$ cat src/rtl/pipe_pkg.sv
// Shared definitions for pipeline stage registers.
package pipe_pkg;

    // Occupancy counter width (0, 1 or 2 entries)
    localparam int unsigned OCC_W = 2;

    // RISC-V canonical NOP (addi x0, x0, 0) used as the IF/ID flush payload
    localparam logic [31:0] RV_NOP = 32'h0000_0013;

    // Stage occupancy state
    typedef enum logic [1:0] {
        ST_EMPTY = 2'd0,
        ST_ONE   = 2'd1,
        ST_TWO   = 2'd2
    } pipe_state_t;

endpackage : pipe_pkg

$ cat src/rtl/pipe_stage_reg.sv
// Reusable valid/ready pipeline stage register with a one-entry skid buffer.
// All handshake outputs are decoded from next-state and registered, so there
// is no combinational path from dn_ready_i to up_ready_o or up_valid_i to dn_valid_o.
module pipe_stage_reg
    import pipe_pkg::*;
#(
    parameter int unsigned       DATA_W     = 64,
    parameter logic [DATA_W-1:0] RESET_DATA = '0,
    parameter logic [DATA_W-1:0] NOP_DATA   = '0,
    parameter bit                FLUSH_NOP  = 1'b1
) (
    input  logic              clk,
    input  logic              rst_n,
    input  logic              flush_i,
    input  logic              up_valid_i,
    output logic              up_ready_o,
    input  logic [DATA_W-1:0] up_data_i,
    output logic              dn_valid_o,
    input  logic              dn_ready_i,
    output logic [DATA_W-1:0] dn_data_o,
    output logic [OCC_W-1:0]  occ_o
);

    pipe_state_t       r_state;
    pipe_state_t       w_state_nxt;
    logic [DATA_W-1:0] r_main;
    logic [DATA_W-1:0] w_main_nxt;
    logic [DATA_W-1:0] r_skid;
    logic [DATA_W-1:0] w_skid_nxt;
    logic              r_dn_valid;
    logic              w_dn_valid_nxt;
    logic              r_up_ready;
    logic              w_up_ready_nxt;
    logic [OCC_W-1:0]  r_occ;
    logic [OCC_W-1:0]  w_occ_nxt;
    logic              w_up_xfer;
    logic              w_dn_xfer;

    assign w_up_xfer = up_valid_i & r_up_ready;
    assign w_dn_xfer = r_dn_valid & dn_ready_i;

    // Next-state, storage and registered-output decode
    always_comb begin
        w_state_nxt = r_state;
        w_main_nxt  = r_main;
        w_skid_nxt  = r_skid;

        if (flush_i) begin
            // Skid is invalidated by leaving TWO; any beat accepted this cycle is dropped
            w_main_nxt  = NOP_DATA;
            w_state_nxt = FLUSH_NOP ? ST_ONE : ST_EMPTY;
        end else begin
            case (r_state)
                ST_EMPTY: begin
                    if (w_up_xfer) begin
                        w_state_nxt = ST_ONE;
                        w_main_nxt  = up_data_i;
                    end
                end
                ST_ONE: begin
                    if (w_up_xfer && w_dn_xfer) begin
                        w_main_nxt = up_data_i;
                    end else if (w_up_xfer) begin
                        w_state_nxt = ST_TWO;
                        w_skid_nxt  = up_data_i;
                    end else if (w_dn_xfer) begin
                        w_state_nxt = ST_EMPTY;
                    end
                end
                ST_TWO: begin
                    if (w_dn_xfer) begin
                        w_state_nxt = ST_ONE;
                        w_main_nxt  = r_skid;
                    end
                end
                default: begin
                    w_state_nxt = ST_EMPTY;
                end
            endcase
        end

        w_dn_valid_nxt = (w_state_nxt != ST_EMPTY);
        w_up_ready_nxt = (w_state_nxt != ST_TWO);
        case (w_state_nxt)
            ST_ONE:  w_occ_nxt = OCC_W'(1);
            ST_TWO:  w_occ_nxt = OCC_W'(2);
            default: w_occ_nxt = OCC_W'(0);
        endcase
    end

    // State and output registers
    always_ff @(posedge clk or negedge rst_n) begin
        if (!rst_n) begin
            r_state    <= ST_EMPTY;
            r_main     <= RESET_DATA;
            r_skid     <= '0;
            r_dn_valid <= 1'b0;
            r_up_ready <= 1'b1;
            r_occ      <= '0;
        end else begin
            r_state    <= w_state_nxt;
            r_main     <= w_main_nxt;
            r_skid     <= w_skid_nxt;
            r_dn_valid <= w_dn_valid_nxt;
            r_up_ready <= w_up_ready_nxt;
            r_occ      <= w_occ_nxt;
        end
    end

    assign up_ready_o = r_up_ready;
    assign dn_valid_o = r_dn_valid;
    assign dn_data_o  = r_main;
    assign occ_o      = r_occ;

endmodule : pipe_stage_reg

$ cat config.mk
export PLATFORM = sky130hd
export DESIGN_NAME = pipe_stage_reg
export DESIGN_NICKNAME = d
export VERILOG_FILES = /design/src/rtl/pipe_pkg.sv /design/src/rtl/pipe_stage_reg.sv
export SDC_FILE = /design/constraint.sdc
export NUM_CORES = 1
export LEC_CHECK = 0
export ABC_AREA = 1
export CAP_MARGIN = 20
export CORE_MARGIN = 4
export CORE_UTILIZATION = 51
export CTS_BUF_LIST = sky130_fd_sc_hd__clkbuf_16
export CTS_CLUSTER_SIZE = 14
export DETAILED_ROUTE_END_ITERATION = 8
export PLACE_DENSITY = 0.85
export SETUP_SLACK_MARGIN = 0.1
export SLEW_MARGIN = 20
export SYNTH_ARGS = -nofsm -noshare
export SYNTH_HDL_FRONTEND = slang
export SYNTH_SLANG_ARGS = --single-unit
$ cat constraint.sdc
create_clock -name clk -period 1.5 [get_ports clk]
set_input_delay 0.375 -clock clk [delete_from_list [all_inputs] [get_ports clk]]
set_output_delay 0.375 -clock clk [all_outputs]
set_load 0.01 [all_outputs]
==> impl_metrics.json <==
{
  "p_seq_frac": 0.345,
  "io_pins": 137,
  "firstDrtPassIters": 6,
  "skew_ns": 0.00731,
  "path_clk_slew_ns": 0.06,
  "startpoint": "up_ready_o$_DFF_PN1_",
  "antenna_found_initial": 0,
  "p_leak_nw": 4.87,
  "fin_area_sq_mm": 0.00897,
  "p_clk_frac": 0.248,
  "nets": 1023,
  "synth-compound-area-share": 0.00139,
  "grt_busiest_layer": "met2",
  "synth_seq_cells": 134,
  "placementRows": 40,
  "wl_mm": 21.1,
  "wl_per_cell_microns": 18.6,
  "powerDensity_mw_per_mm2": 1900,
  "die_w_microns": 119,
  "final.period_utilization": 0.989,
  "power_w": 0.0170,
  "r2r_start": "up_ready_o$_DFF_PN1_",
  "yosysWarnings": 0,
  "layout_setup_ws_ns": 0.0163,
  "p_sw_w": 0.00649,
  "diodes": 0,
  "yosysSeqAreaShare": 0.532,
  "finalSetupViolations": 0,
  "crit_fanout": 14,
  "synth_xor_area_frac": 0,
  "r2r_cells": 6,
  "placed_area_sq_mm": 0.00809,
  "nFillCells": 795,
  "ir_drop_mv": 1.08,
  "synth-adder-area-share": 0,
  "status": "finished clean",
  "grt_use_met1": 0.361,
  "hpwl_mm": 11.4,
  "mostFrequentLayoutCell": "nand2_1",
  "fin_hold_ws_ns": 0.407,
  "core_sq_mm": 0.0121,
  "syn_area_sq_mm": 0.00630,
  "grt_usage": 0.267,
  "cts-root-buf": "clkbuf_16",
  "yosysUniqueCellTypes": 16,
  "fin_crit_ns": 1.48,
  "startpoint_type": "flip-flop",
  "cell_internal_pwr_w": 0.0105,
  "tightest_slew_ns": 0.377,
  "end_kind": "flip-flop",
  "synthMuxAreaShare": 0,
  "slew_violations": 0,
  "detail-route-antenna-nets": 0,
  "synth_top_family_by_area": "simple AND/OR/NAND/NOR gates",
  "finalHoldViolations": 0,
  "layout_common_cells": "nand2_1 (368), dfrtp_1 (132), nand3_1 (118)",
  "initial_core_util": 0.523,
  "worst_ep_arrival_time_ns": 1.78,
  "crit_end": "r_skid[18]$_DFFE_PN0P_",
  "cts.sink_count": 134,
  "p_sw_frac": 0.381,
  "drive_gt1_frac": 0.213,
  "grt_max_degree": 44,
  "first_global_vias": 6066,
  "rsz0062_at_grt": "yes",
  "place_congestion": 0.795,
  "cts_max_level": 4,
  "drt_iter0_drc": 976,
  "worstSetupPathType": "reg2reg",
  "cts-buffers-inserted": 17,
  "synth_fp_nets": 875,
  "maxCapViolCount": 0,
  "grt_pass1_wl_mm": 30.8,
  "die_h_microns": 119,
  "cp.required_ns": 1.80,
  "worstHoldPathType": "in2async",
  "final_cells": 1135,
  "clkLatencyLatePin_ns": 0.42,
  "r2r_slack_ns": 0.02,
  "dp_slack_ns": -0.292,
  "vias": 6582,
  "postSynthCellCount": 806,
  "die_area_sq_mm": 0.0142,
  "gr-usage-met2": 0.407,
  "drcViolationCount": 0,
  "grt.overflow.total": 0,
  "slew-limit-headroom": 0.748,
  "use_met3": 0.0627,
  "cts_buffer_depth": 2,
  "yosys.area_share.simple": 0.408,
  "syn_area_per_cell_sq_um": 7.82,
  "timing.fmax_mhz": 674,
  "comb_power_share": 0.407,
  "via_per_inst": 5.80,
  "syn_to_final_growth_pct": 42.2,
  "cts_tree": "built",
  "placed_cells": 1081,
  "reg2reg_to": "r_skid[18]$_DFFE_PN0P_",
  "io_buffers": 136
}
-- routing by layer --
layer  wire (microns)  share of wire
met1             7950           0.38
met2            10100           0.48
met3             2320           0.11
met4              764          0.036
met5                0              0
-- power groups by stage --
stage                     registers (W)  logic, W  clock network [W]
after floorplan                 0.00588   0.00305                  0
after global placement          0.00572   0.00591                  0
after detailed placement        0.00576   0.00605                  0
after CTS                       0.00572   0.00586            0.00423
after global routing            0.00602   0.00745            0.00441
final                           0.00587   0.00693            0.00422
-- state kept, by name, indices dropped and copies added (netlist names) --
signal	cells
occ_o	2
dn_data_o	64
up_ready_o	1
r_state	2
dn_valid_o	1
r_skid	64
-- cell usage after synthesis --
| library cell | n | area (sq um) |
|---|---|---|
| a21oi_2 | 1 | 8.76 |
| buf_1 | 5 | 18.8 |
| buf_2 | 47 | 235 |
| buf_4 | 3 | 22.5 |
| buf_6 | 3 | 33.8 |
| clkbuf_1 | 9 | 33.8 |
| dfrtp_1 | 133 | 3330 |
| dfstp_2 | 1 | 26.3 |
| inv_1 | 2 | 7.51 |
| inv_2 | 4 | 15.0 |
| nand2_1 | 400 | 1500 |
| nand2_2 | 1 | 6.26 |
| nand3_1 | 130 | 651 |
| nand4_1 | 65 | 407 |
| nor2_1 | 1 | 3.75 |
| nor2_2 | 1 | 6.26 |
-- stage by stage --
| step | setup TNS (ns) | util |
|---|---|---|
| after global routing | -0.307 | 0.743 |
| after detailed placement | -33.10 | 0.670 |
| after floorplan | 0 | - |
| after CTS | 0 | 0.704 |
| after global placement | -28.96 | 0.670 |
| final | 0 | 0.743 |
-- logic make-up (layout without fill, tap and decap cells) --
group / after synthesis / in the layout
buf+inv: 73 / 234
compound gates: 1 / 1
simple gates: 598 / 598
flops: 134 / 134
-- cell type report --
cell class	instances	area, sq um	share of cell area
clock inverters	15	169	0.0188
multi-input cells	599	2840	0.317
repair buffers	196	1940	0.216
clock buffers	17	425	0.0474
flip-flops and latches	134	3360	0.374
inverters	6	27.5	0.00307
well taps	168	210	0.0234
-- what timing repair did --
action,in CTS,in global routing
gates resized for setup,276,70
hold endpoints to repair,28,0
cloned,1,10
pin swaps,0,21
hold buffers,1,0
endpoints found under the setup margin,185,137
setup buffers,6,4
-- worst max-delay path: stages, from the launching register on --
cell       delay [ns]
dfstp_2          0.56
nand2_4          0.08
nor2_4           0.23
nand2_8          0.13
clkbuf_16        0.20
nand2_1          0.07
nand2_1          0.08
-- how the worst min path moves through the flow --
stage | slack (ns) | to
finish | 0.41 | dn_data_o[34]$_DFFE_PN0P_
global route | 0.46 | r_skid[33]$_DFFE_PN0P_
CTS | 0.41 | dn_data_o[34]$_DFFE_PN0P_
detailed placement | 0.28 | dn_data_o[33]$_DFFE_PN0P_
global placement | 0.28 | r_skid[38]$_DFFE_PN0P_
floorplan | 0.08 | dn_data_o[0]$_DFFE_PN0P_
No activity file was read; power rests on OpenSTA's default activity.
